<file path="src/rtl/shift_sequencer_if.sv">
// Handshake bundle between the ALU dispatcher, the shift sequencer and the result bus.
// The slave modport is the sequencer's view; master is the dispatcher/consumer side.
interface shift_sequencer_if #(
  parameter int N = 8
);
  logic         i_valid;
  logic         o_ready;
  logic [N-1:0] i_a;
  logic [N-1:0] i_b;
  logic         o_valid;
  logic         i_ready;
  logic [N-1:0] o_out;
  logic         o_ovf;
  logic         o_ERR;
  logic         o_busy;

  modport slave (
    input  i_valid, i_a, i_b, i_ready,
    output o_ready, o_valid, o_out, o_ovf, o_ERR, o_busy
  );

  modport master (
    output i_valid, i_a, i_b, i_ready,
    input  o_ready, o_valid, o_out, o_ovf, o_ERR, o_busy
  );
endinterface

</file>
<file path="src/rtl/shift_sequencer.sv">
// Bit-serial sign-magnitude left shifter: one magnitude shift per cycle, early stop on zero,
// with valid/ready hand-shakes on both the operand and the result side.
module shift_sequencer #(
  parameter int N = 8
) (
  input  logic              i_clk,
  input  logic              i_rst,
  shift_sequencer_if.slave  bus
);

  typedef enum logic [1:0] {
    IDLE  = 2'd0,
    SHIFT = 2'd1,
    DONE  = 2'd2
  } state_t;

  localparam logic [N-2:0] ONE = {{(N-2){1'b0}}, 1'b1};

  state_t       state_q, state_d;
  logic         sign_q, sign_d;
  logic [N-2:0] mag_q, mag_d;
  logic [N-2:0] cnt_q, cnt_d;
  logic         acc_ovf_q, acc_ovf_d;
  logic [N-1:0] out_q, out_d;
  logic         ovf_q, ovf_d;
  logic         err_q, err_d;
  logic         valid_q, valid_d;
  logic         ready_q, ready_d;
  logic         busy_q, busy_d;
  logic [N-2:0] shifted_mag;
  logic         shifted_ovf;

  assign shifted_mag = {mag_q[N-3:0], 1'b0};
  assign shifted_ovf = acc_ovf_q | mag_q[N-2];

  // Result registers only change when a result is produced, so they stay stable through SHIFT and IDLE.
  always_comb begin
    state_d   = state_q;
    sign_d    = sign_q;
    mag_d     = mag_q;
    cnt_d     = cnt_q;
    acc_ovf_d = acc_ovf_q;
    out_d     = out_q;
    ovf_d     = ovf_q;
    err_d     = err_q;

    unique case (state_q)
      IDLE: begin
        if (bus.i_valid) begin
          sign_d    = bus.i_a[N-1];
          mag_d     = bus.i_a[N-2:0];
          cnt_d     = bus.i_b[N-2:0];
          acc_ovf_d = 1'b0;
          if (bus.i_b[N-1]) begin
            out_d   = '0;
            ovf_d   = 1'b0;
            err_d   = 1'b1;
            state_d = DONE;
          end else if (bus.i_b[N-2:0] == '0 || bus.i_a[N-2:0] == '0) begin
            out_d   = bus.i_a;
            ovf_d   = 1'b0;
            err_d   = 1'b0;
            state_d = DONE;
          end else begin
            state_d = SHIFT;
          end
        end
      end
      SHIFT: begin
        mag_d     = shifted_mag;
        cnt_d     = cnt_q - ONE;
        acc_ovf_d = shifted_ovf;
        if (cnt_q == ONE || shifted_mag == '0) begin
          out_d   = {sign_q, shifted_mag};
          ovf_d   = shifted_ovf;
          err_d   = 1'b0;
          state_d = DONE;
        end
      end
      DONE: begin
        if (bus.i_ready) begin
          state_d = IDLE;
        end
      end
      default: state_d = IDLE;
    endcase

    valid_d = (state_d == DONE);
    ready_d = (state_d == IDLE);
    busy_d  = (state_d != IDLE);
  end

  always_ff @(posedge i_clk) begin
    if (i_rst) begin
      state_q   <= IDLE;
      sign_q    <= 1'b0;
      mag_q     <= '0;
      cnt_q     <= '0;
      acc_ovf_q <= 1'b0;
      out_q     <= '0;
      ovf_q     <= 1'b0;
      err_q     <= 1'b0;
      valid_q   <= 1'b0;
      ready_q   <= 1'b1;
      busy_q    <= 1'b0;
    end else begin
      state_q   <= state_d;
      sign_q    <= sign_d;
      mag_q     <= mag_d;
      cnt_q     <= cnt_d;
      acc_ovf_q <= acc_ovf_d;
      out_q     <= out_d;
      ovf_q     <= ovf_d;
      err_q     <= err_d;
      valid_q   <= valid_d;
      ready_q   <= ready_d;
      busy_q    <= busy_d;
    end
  end

  assign bus.o_ready = ready_q;
  assign bus.o_valid = valid_q;
  assign bus.o_out   = out_q;
  assign bus.o_ovf   = ovf_q;
  assign bus.o_ERR   = err_q;
  assign bus.o_busy  = busy_q;

endmodule

</file>
<file path="src/flat_wrapper.sv">
// flat-port wrapper written by rule: the top's interface ports become plain ports
module shift_sequencer_flat 
#(
  parameter int N = 8
)
  (i_clk, i_rst, bus_i_valid, bus_i_a, bus_i_b, bus_i_ready, bus_o_ready, bus_o_valid, bus_o_out, bus_o_ovf, bus_o_ERR, bus_o_busy);
  shift_sequencer_if #(.N(N)) bus_i ();
  input  logic i_clk;
  input  logic i_rst;
  input wire logic [$bits(bus_i.i_valid)-1:0] bus_i_valid;
  input wire logic [$bits(bus_i.i_a)-1:0] bus_i_a;
  input wire logic [$bits(bus_i.i_b)-1:0] bus_i_b;
  input wire logic [$bits(bus_i.i_ready)-1:0] bus_i_ready;
  output wire logic [$bits(bus_i.o_ready)-1:0] bus_o_ready;
  output wire logic [$bits(bus_i.o_valid)-1:0] bus_o_valid;
  output wire logic [$bits(bus_i.o_out)-1:0] bus_o_out;
  output wire logic [$bits(bus_i.o_ovf)-1:0] bus_o_ovf;
  output wire logic [$bits(bus_i.o_ERR)-1:0] bus_o_ERR;
  output wire logic [$bits(bus_i.o_busy)-1:0] bus_o_busy;
  assign bus_i.i_valid = bus_i_valid;
  assign bus_i.i_a = bus_i_a;
  assign bus_i.i_b = bus_i_b;
  assign bus_i.i_ready = bus_i_ready;
  assign bus_o_ready = bus_i.o_ready;
  assign bus_o_valid = bus_i.o_valid;
  assign bus_o_out = bus_i.o_out;
  assign bus_o_ovf = bus_i.o_ovf;
  assign bus_o_ERR = bus_i.o_ERR;
  assign bus_o_busy = bus_i.o_busy;
  shift_sequencer #(.N(N)) u_core (.i_clk(i_clk), .i_rst(i_rst), .bus(bus_i));
endmodule
</file>
<file path="config.mk">
export PLATFORM = sky130hd
export DESIGN_NAME = shift_sequencer_flat
export DESIGN_NICKNAME = d
export VERILOG_FILES = /design/src/rtl/shift_sequencer_if.sv /design/src/rtl/shift_sequencer.sv /design/src/flat_wrapper.sv
export SDC_FILE = /design/constraint.sdc
export NUM_CORES = 1
export LEC_CHECK = 0
export CAP_MARGIN = 20
export CORE_ASPECT_RATIO = 1.4
export CORE_MARGIN = 4
export CORE_UTILIZATION = 46
export DETAILED_ROUTE_END_ITERATION = 8
export PLACE_DENSITY = 0.7
export SKIP_LAST_GASP = 1
export SYNTH_ARGS = -nofsm -noshare
export SYNTH_HDL_FRONTEND = slang
export SYNTH_SLANG_ARGS = --single-unit
</file>
<file path="constraint.sdc">
create_clock -name i_clk -period 4.6 [get_ports i_clk]
set_input_delay 0.69 -clock i_clk [delete_from_list [all_inputs] [get_ports i_clk]]
set_output_delay 0.69 -clock i_clk [all_outputs]
set_load 0.05 [all_outputs]
</file>
==> impl_metrics.csv, run 1 <==
group,metric,value,unit
drt,vias,1517,
cts,cts_setup_buffers,0,
die,design.die.area,4520,sq um
synth,asyncSetResetFlopFracSynth,0,
synth,synth_compound_area_frac,0.208,
sta,timing.clock.skew,0.00729,ns
final_layout,layout.cells.most_common_list,"sky130_fd_sc_hd__clkdlybuf4s50_1 (32), sky130_fd_sc_hd__dfxtp_1 (31), sky130_fd_sc_hd__a21oi_1 (17)",
final_layout,final_cell_area,2030,sq um
sta,achievable_frequency,0.414,GHz
placed_design,cell_area_reported_after_detailed_placement,1930,sq um
placed_design,dp_slack,1.97,ns
drt,avgRoutedWirePerCell,17.1,microns
cts,insertion_delay,0.28,ns
die,ios,33,
grt,grtUsageTotal,0.204,
die,floorplan.initialDensity,0.476,
final_layout,final_layout_size_suffix_gt1_frac,0.0991,
die,die_width,57.9,microns
sta,hold-worst-slack,0.460,ns
worst_setup_path,stage_delay_of_the_slowest_cell_on_the_critical_path,0.78,ns
worst_setup_path,cp.arrival,2.60,ns
synth,ys_dominant_reg_cell,"sky130_fd_sc_hd__dfxtp_1",
worst_setup_path,critical-path-slowest-cell,"sky130_fd_sc_hd__nor2_1",
synth,yosys.area_share.xor_xnor,0,
sta,min_period,2.41,ns
synth,synthDistinctLibCells,41,
worst_setup_path,setup.worst_path.start,"bus_i_valid",
drt,remaining_drc_errors,0,
drt,drtAntennaViolNets,0,
synth,synth_instances,181,
sta,timing.final.max_slew_violations,0,
synth,synth_mux_area_frac,0.0779,
die,core_area,3380,sq um
cts,cts_buffers,5,
synth,yosysWarningCount,0,
final_layout,syn2layout_area_growth,26.3,%
cts,clockRootBuffer,"sky130_fd_sc_hd__clkbuf_8",
worst_setup_path,regToRegStartpoint,"u_core.state_q[0]",
final_layout,n_antenna_cell,0,
worst_setup_path,cp_num_buf_inv,1,
synth,synth_seq_cells,31,
final_layout,post_layout_nonfiller_instances,252,
pwr,p_sw_frac,0.315,
final_layout,combined_area_of_the_multi_input_logic_cells,897,sq um
pwr,irDropWorstVdd,0.000207,V
final_layout,layout.cells.most_common,"sky130_fd_sc_hd__clkdlybuf4s50_1",
synth,synth-adder-area-share,0.0156,
pwr,power.static_leakage,0.740,nW
cts,cts_repair_resize_count,0,
cts,cts_hold_repair.buffers,0,
die,fp.dieH,77.9,microns
final_layout,finalNetCount,233,
cts,cts.htree.levels,2,
synth,combinational_family_with_the_most_area_after_synthesis,"simple AND/OR/NAND/NOR gates",
die,row_count,25,
final_layout,regArea,621,sq um
grt,first_global_vias,1500,
sta,max_slew_margin,0.314,
worst_setup_path,cp_cell_sequence,"clkdlybuf4s50_1 > nor2_1 > nor2_1 > o22ai_1 > a211oi_1",
sta,finalWorstSetupSlack,2.19,ns
final_layout,post-route-util,0.601,
placed_design,gpl.final_weighted_congestion,0.842,
pwr,finalPower,0.738,mW
outcome,status,"completed",
synth,synth_cell_area,1610,sq um
worst_setup_path,required_time_worst_endpoint,4.79,ns
sta,fin_setup_tns,0,ns
pwr,p_seq_frac,0.432,
grt,grt.overflow.total,0,
worst_setup_path,path_common_cell,"sky130_fd_sc_hd__nor2_1",
drt,via_per_inst,6.02,
cts,tritoncts,"done",
worst_setup_path,maximum_fanout_encountered_on_the_critical_timing_path,14,
pwr,clockPowerShare,0.322,
synth,syn_avg_cell_area,8.88,sq um
synth,post_synthesis_share_of_cell_area_spent_on_and_or_nand_and_nor_gates,0.257,
sta,finalSetupViolations,0,
placed_design,port-buffer-count,32,
sta,hold_viol,0,
grt,grt_first_pass_wirelength,7110,microns
worst_setup_path,crit_path_start_kind,"input pin",
worst_setup_path,setup.worst_path.class,"input pin to flop",
placed_design,detailedPlacementHpwl,3010,microns
worst_setup_path,setup.worst_path.end_class,"flop",
pwr,internal_power,0.506,mW
min_path,timing.hold.worst.class,"flop to flop",
synth,yosysSeqAreaShare,0.386,
sta,tightest_slew,1.02,ns
drt,detailed_routing_iteration_count_for_the_pre_antenna_repair_pass,4,
cts,clk_path_buf_depth,2,
pwr,power.density_cell_area,364,nW/um^2
synth,synth_nets,203,
final_layout,final.fill_count,296,
cts,path_clk_slew,0.07,ns
worst_setup_path,crit_family,"simple AND/OR/NAND/NOR gates",
synth,synth-edff-count,0,
grt,antenna_found_initial,0,
pwr,netSwitchingPower,0.232,mW
drt,drt-initial-drc-count,80,
pwr,combinationalPowerShare,0.246,
sta,grt_setup_unrepaired,"false",
run,maxCapViolations,0,
drt,drt_wl_total,4300,microns
min_path,launch_instance_of_the_worst_min_delay_path,"u_core.acc_ovf_q",
cts,clock-sinks,31,
sta,period_utilisation_layout,0.525,
placed_design,post_placement_cell_count,244,
grt,grt_start_max_net_pins,41,
-- cells by family (layout without fill, tap and decap cells) --
group	Yosys count	after routing
AND/OR/NAND/NOR	70	70
AO/OA/AOI/OAI	50	50
flip-flops	31	31
buffers and inverters	19	50
multiplexers	9	9
adder cells (fa/ha/maj)	2	2
-- synth_stat cells, drive strengths merged, types with 2 or more instances --
master	number	share of area
dfxtp	31	0.39
a21oi	17	0.053
nand2	15	0.035
nand3b	11	0.051
nor2	11	0.026
inv	9	0.021
a211oi	8	0.037
nor2b	8	0.033
mux2	7	0.065
nor3	7	0.022
o21ai	6	0.019
buf	5	0.023
clkbuf	5	0.012
o22ai	5	0.019
nand3	4	0.012
nor4	4	0.029
a311oi	3	0.016
a32oi	3	0.021
nand2b	3	0.012
a21o	2	0.0093
a221oi	2	0.011
ha	2	0.016
mux2i	2	0.012
nand4	2	0.0078
-- path summary, 6_finish.rpt --
| path | endpoint | slack, ns | cells after the start |
|---|---|---|---|
| worst max-delay path | u_core.cnt_q[2] | 2.19 | 5 |
| worst min-delay path | u_core.acc_ovf_q | 0.46 | 2 |
| worst max register to register | u_core.bus.o_out[5] | 2.20 | 4 |
| worst min register to register | u_core.acc_ovf_q | 0.46 | 2 |
-- flip-flops by register name (all words and copies together), names as in the netlist --
signal	flops
u_core.bus.o_valid	1
u_core.bus.o_out	8
u_core.sign_q	1
u_core.bus.o_ERR	1
u_core.cnt_q	7
u_core.mag_q	7
u_core.acc_ovf_q	1
u_core.state_q	2
u_core.bus.o_ready	1
u_core.bus.o_ovf	1
u_core.bus.o_busy	1
-- metal layers --
layer,share of wire,vias to the layer above,track usage,wire length (microns)
met4,0.029,0,0.0998,124
li1,-,727,-,-
met5,0,-,0,0
met3,0.060,13,0.0616,256
met2,0.53,52,0.346,2260
met1,0.39,725,0.225,1660
-- power groups by stage --
stage	logic [mW]	registers, mW	clock network (mW)
final	0.182	0.319	0.237
after global routing	0.197	0.323	0.257
after detailed placement	0.181	0.324	0
after CTS	0.182	0.318	0.243
after floorplan	0.105	0.341	0
after global placement	0.175	0.323	0
-- final cells by class --
class | instances | area share
inverter | 9 | 0.0166
multi-input combinational | 131 | 0.442
timing repair buffer | 33 | 0.162
sequential | 31 | 0.306
tap | 40 | 0.0247
clock buffer | 8 | 0.0493
-- worst reg2reg max path, delay by kind of cell (launching register included) --
| kind | cells | cell delay [ns] |
|---|---|---|
| AOI/OAI and AO/OA | 2 | 0.68 |
| muxes | 1 | 0.37 |
| DFF | 1 | 0.59 |
| and+or+nand+nor | 1 | 0.63 |
(Power assumes the default switching activity.)
==> run 2: changes to the inputs <==
Settings changed: CORE_UTILIZATION 46 to 45, PLACE_DENSITY 0.7 to 0.71.
Clock period 4.6 ns to 2 ns, I/O delays scaled along.
==> run 2 against run 1 <==
Effect of this change:
- die area up 2.0%
- combinational power rose to 2.6 times the previous value
- clock power grew 130%
- utilization increased by 3.6 points
==> impl_metrics.csv, run 2 (same netlist as run 1, synthesis figures left out) <==
group,metric,value,unit
worst_setup_path,crit_path_start_kind,"flop",
worst_setup_path,setup.worst_path.start,"u_core.cnt_q[1]",
die,floorplan.initialDensity,0.471,
min_path,timing.hold.worst.class,"flop to flop",
cts,clockRootBuffer,"sky130_fd_sc_hd__clkbuf_8",
die,die_width,58.5,microns
sta,max_slew_margin,0.668,
final_layout,combined_area_of_the_multi_input_logic_cells,897,sq um
sta,timing.final.max_slew_violations,0,
worst_setup_path,setup.worst_path.end_class,"flop",
placed_design,detailedPlacementHpwl,3170,microns
drt,detailed_routing_iteration_count_for_the_pre_antenna_repair_pass,4,
die,fp.dieH,78.7,microns
sta,min_period,1.82,ns
grt,grt.overflow.total,0,
grt,grt_first_pass_wirelength,7020,microns
sta,hold_viol,0,
cts,cts.htree.levels,2,
final_layout,layout.cells.most_common,"sky130_fd_sc_hd__clkdlybuf4s50_1",
pwr,irDropWorstVdd,0.000616,V
sta,timing.clock.skew,0.00538,ns
final_layout,final.fill_count,304,
worst_setup_path,cp.arrival,1.99,ns
sta,hold-worst-slack,0.454,ns
pwr,power.static_leakage,0.829,nW
sta,finalWorstSetupSlack,0.183,ns
cts,cts_buffers,5,
pwr,power.density_cell_area,800,nW/um^2
final_layout,finalNetCount,252,
placed_design,port-buffer-count,32,
drt,highest-signal-layer,"met4",
drt,detailroute.wirelength.met3,202,microns
drt,avgRoutedWirePerCell,15.7,microns
drt,drtAntennaViolNets,0,
final_layout,final_cell_area,2170,sq um
final_layout,syn2layout_area_growth,35.2,%
outcome,status,"completed",
drt,remaining_drc_errors,0,
die,design.die.area,4600,sq um
final_layout,regArea,621,sq um
cts,clock-sinks,31,
sta,finalSetupViolations,0,
drt,vias,1548,
final_layout,largest_register_ff_count,8,
cts,tritoncts,"done",
drt,via_per_inst,5.71,
die,ios,33,
sta,tightest_slew,0.497,ns
drt,met2RoutedLength,2180,microns
cts,insertion_delay,0.28,ns
cts,path_clk_slew,0.07,ns
drt,drt_wl_total,4260,microns
grt,antenna_found_initial,0,
grt,grt_start_max_net_pins,24,
cts,cts_hold_repair.buffers,0,
sta,achievable_frequency,0.550,GHz
drt,drt-initial-drc-count,44,
sta,fin_setup_tns,0,ns
run,maxCapViolations,0,
final_layout,n_antenna_cell,0,
min_path,launch_instance_of_the_worst_min_delay_path,"u_core.acc_ovf_q",
sta,period_utilisation_layout,0.909,
drt,met1_length,1780,microns
placed_design,gpl.final_weighted_congestion,0.872,
final_layout,final_layout_size_suffix_gt1_frac,0.177,
die,row_count,25,
sta,grt_setup_unrepaired,"false",
worst_setup_path,regToRegStartpoint,"u_core.cnt_q[1]",
placed_design,dp_slack,-0.0539,ns
grt,first_global_vias,1569,
worst_setup_path,maximum_fanout_encountered_on_the_critical_timing_path,8,
die,core_area,3410,sq um
final_layout,layout.cells.most_common_list,"sky130_fd_sc_hd__clkdlybuf4s50_1 (32), sky130_fd_sc_hd__dfxtp_1 (31), sky130_fd_sc_hd__buf_4 (20)",
grt,grtUsageTotal,0.198,
worst_setup_path,required_time_worst_endpoint,2.17,ns
cts,clk_path_buf_depth,2,
worst_setup_path,setup.worst_path.class,"flop to flop",
placed_design,cell_area_reported_after_detailed_placement,2070,sq um
final_layout,post-route-util,0.637,
==> run 2: repair_timing <==
item,CTS,global route
buffers inserted,0,0
setup endpoints to repair,0,5
endpoints found under the hold margin,0,0
resized for setup,0,1
==> run 2: metrics by stage <==
stage,instances,total power [mW]
CTS,271,1.75
finish,271,1.74
global route,271,1.82
detailed placement,263,1.20
floorplan,181,1.03
global placement,263,1.19
==> run 2: power breakdown <==
group          total [mW]  internal, mW  switching [mW]
Combinational       0.465         0.213           0.252
Sequential          0.731         0.674          0.0567
Clock               0.542         0.314           0.229
Total                1.74          1.20           0.537
==> run 2: worst paths after layout <==
kind,to,slack (ns),cells after the start
hold / removal,u_core.acc_ovf_q,0.45,2
hold reg to reg,u_core.acc_ovf_q,0.45,2
setup reg to reg,u_core.bus.o_out[5],0.18,6
setup / recovery,u_core.bus.o_out[5],0.18,6
==> run 2: area by class of cell <==
type | instances | share of cell area
multi-input combinational | 131 | 0.413
timing repair buffer | 52 | 0.217
tap | 40 | 0.0230
sequential | 31 | 0.286
inverter | 9 | 0.0156
clock buffer | 8 | 0.0461
==> run 2: metal layers <==
metal,vias to the layer above,track usage
li1,774,-
met1,725,0.211
met2,38,0.358
met3,11,0.0455
met4,0,0.0882
met5,-,0
==> run 2: critical path, cell delays in order (launching register included) <==
cell and delay (ns):
sky130_fd_sc_hd__dfxtp_1 0.35, sky130_fd_sc_hd__inv_1 0.08, sky130_fd_sc_hd__ha_1 0.20, sky130_fd_sc_hd__nor4bb_1 0.13, sky130_fd_sc_hd__a32oi_2 0.22, sky130_fd_sc_hd__o211a_2 0.39
sky130_fd_sc_hd__mux2_4 0.33
==> run 3: changes to the inputs <==
Settings changed: CORE_ASPECT_RATIO 1.4 to 0.7, PLACE_DENSITY 0.71 to 0.74.
==> run 3 against run 2 <==
Effect of this change:
- sequential share of layout area down 0.44 points
- worst hold slack better by 0.014 ns
- clock-buffer cell count down 2
==> impl_metrics.csv, run 3 (same netlist as run 1, synthesis figures left out) <==
group,metric,value,unit
sta,grt_setup_unrepaired,"false",
min_path,timing.hold.worst.class,"flop to flop",
cts,tritoncts,"done",
worst_setup_path,setup.worst_path.start,"u_core.cnt_q[1]",
cts,insertion_delay,0.29,ns
cts,clock-sinks,31,
worst_setup_path,critical-path-slowest-cell,"sky130_fd_sc_hd__dfxtp_1",
drt,via_per_inst,5.73,
die,row_count,17,
placed_design,detailedPlacementHpwl,3300,microns
worst_setup_path,cp_cell_sequence,"inv_1 > ha_1 > nor4bb_1 > a32oi_2 > o211a_4 > mux2_4",
placed_design,port-buffer-count,32,
final_layout,layout.cells.most_common_list,"sky130_fd_sc_hd__clkdlybuf4s50_1 (32), sky130_fd_sc_hd__dfxtp_1 (31), sky130_fd_sc_hd__buf_4 (20)",
sta,timing.clock.skew,0.00253,ns
sta,hold-worst-slack,0.469,ns
pwr,irDropWorstVdd,0.000579,V
cts,cts_hold_repair.buffers,0,
placed_design,gpl.final_weighted_congestion,0.857,
final_layout,final_cell_area,2210,sq um
sta,period_utilisation_layout,0.910,
sta,max_slew_margin,0.592,
final_layout,layout.cells.most_common,"sky130_fd_sc_hd__clkdlybuf4s50_1",
grt,grt_first_pass_wirelength,7370,microns
worst_setup_path,required_time_worst_endpoint,2.18,ns
final_layout,post_layout_nonfiller_instances,278,
worst_setup_path,stage_delay_of_the_slowest_cell_on_the_critical_path,0.37,ns
worst_setup_path,maximum_fanout_encountered_on_the_critical_timing_path,8,
worst_setup_path,cp_num_buf_inv,1,
drt,vias,1594,
drt,drt-initial-drc-count,93,
drt,detailed_routing_iteration_count_for_the_pre_antenna_repair_pass,4,
worst_setup_path,setup.worst_path.class,"flop to flop",
pwr,power.density_cell_area,835,nW/um^2
drt,remaining_drc_errors,0,
final_layout,final_layout_size_suffix_gt1_frac,0.182,
final_layout,n_antenna_cell,0,
grt,grt.overflow.total,0,
run,maxCapViolations,0,
grt,grt_start_max_net_pins,22,
die,core_area,3280,sq um
die,fp.dieH,58.0,microns
placed_design,dp_slack,-0.0985,ns
drt,avgRoutedWirePerCell,16.2,microns
die,design.die.area,4610,sq um
outcome,status,"completed",
sta,tightest_slew,0.612,ns
worst_setup_path,cp.arrival,2.00,ns
drt,drtAntennaViolNets,0,
placed_design,cell_area_reported_after_detailed_placement,2080,sq um
placed_design,post_placement_cell_count,270,
cts,cts_buffers,5,
sta,finalWorstSetupSlack,0.180,ns
drt,drt_wl_total,4490,microns
cts,path_clk_slew,0.06,ns
sta,fin_setup_tns,0,ns
cts,clk_path_buf_depth,2,
die,die_width,79.4,microns
sta,achievable_frequency,0.549,GHz
final_layout,largest_register_ff_count,8,
worst_setup_path,crit_family,"compound AO/OA/AOI/OAI gates",
cts,clockRootBuffer,"sky130_fd_sc_hd__clkbuf_8",
worst_setup_path,ff2ff_setup_slack,0.18,ns
grt,grtUsageTotal,0.207,
cts,cts.htree.levels,2,
final_layout,finalNetCount,252,
sta,hold_viol,0,
final_layout,syn2layout_area_growth,37.3,%
sta,finalSetupViolations,0,
grt,antenna_found_initial,0,
min_path,launch_instance_of_the_worst_min_delay_path,"u_core.sign_q",
sta,min_period,1.82,ns
worst_setup_path,regToRegStartpoint,"u_core.cnt_q[1]",
grt,first_global_vias,1571,
pwr,power.static_leakage,0.840,nW
sta,timing.final.max_slew_violations,0,
worst_setup_path,crit_path_start_kind,"flop",
die,ios,33,
die,floorplan.initialDensity,0.490,
worst_setup_path,setup.worst_path.end_class,"flop",
## run 3: final timing paths
kind / to / cells past startpoint
min: u_core.sign_q / 2
max: u_core.bus.o_out[5] / 6
min reg2reg: u_core.sign_q / 2
max reg2reg: u_core.bus.o_out[5] / 6
## run 3: worst register-to-register path, stage by stage (launching register included)
cell                       delay, ns
sky130_fd_sc_hd__dfxtp_1        0.37
sky130_fd_sc_hd__inv_1          0.09
sky130_fd_sc_hd__ha_1           0.22
sky130_fd_sc_hd__nor4bb_1       0.15
sky130_fd_sc_hd__a32oi_2        0.27
sky130_fd_sc_hd__o211a_4        0.30
sky130_fd_sc_hd__mux2_4         0.32
## run 3: report_power, final
group | switching [mW] | internal (mW) | total [mW]
Clock | 0.239 | 0.403 | 0.641
Sequential | 0.0587 | 0.674 | 0.732
Combinational | 0.256 | 0.213 | 0.469
## run 3: cell type report
type | count | area, sq um
fill | 273 | 1070
multi-input combinational | 131 | 905
sequential | 31 | 621
timing repair buffer | 52 | 470
clock buffer | 6 | 82.6
tap | 47 | 58.8
clock inverter | 2 | 35.0
inverter | 9 | 33.8
## run 3: per-layer routing
layer / share of wire / global-route usage
met1: 0.44 / 0.285
met2: 0.45 / 0.300
met3: 0.091 / 0.0606
met4: 0.018 / 0.0882
met5: 0 / 0
## run 3: metrics by stage
| stage | total power [mW] | utilization |
|---|---|---|
| 2_1_floorplan | 1.03 | - |
| 3_3_place_gp | 1.19 | 0.635 |
| 3_5_place_dp | 1.20 | 0.635 |
| 4_1_cts | 1.83 | 0.671 |
| 5_1_grt | 1.94 | 0.673 |
| 6_report | 1.84 | 0.673 |
## run 3: repair_timing
action | in CTS | in global routing
setup buffers | 0 | 0
endpoints found under the setup margin | 0 | 9
gates resized for setup | 0 | 2
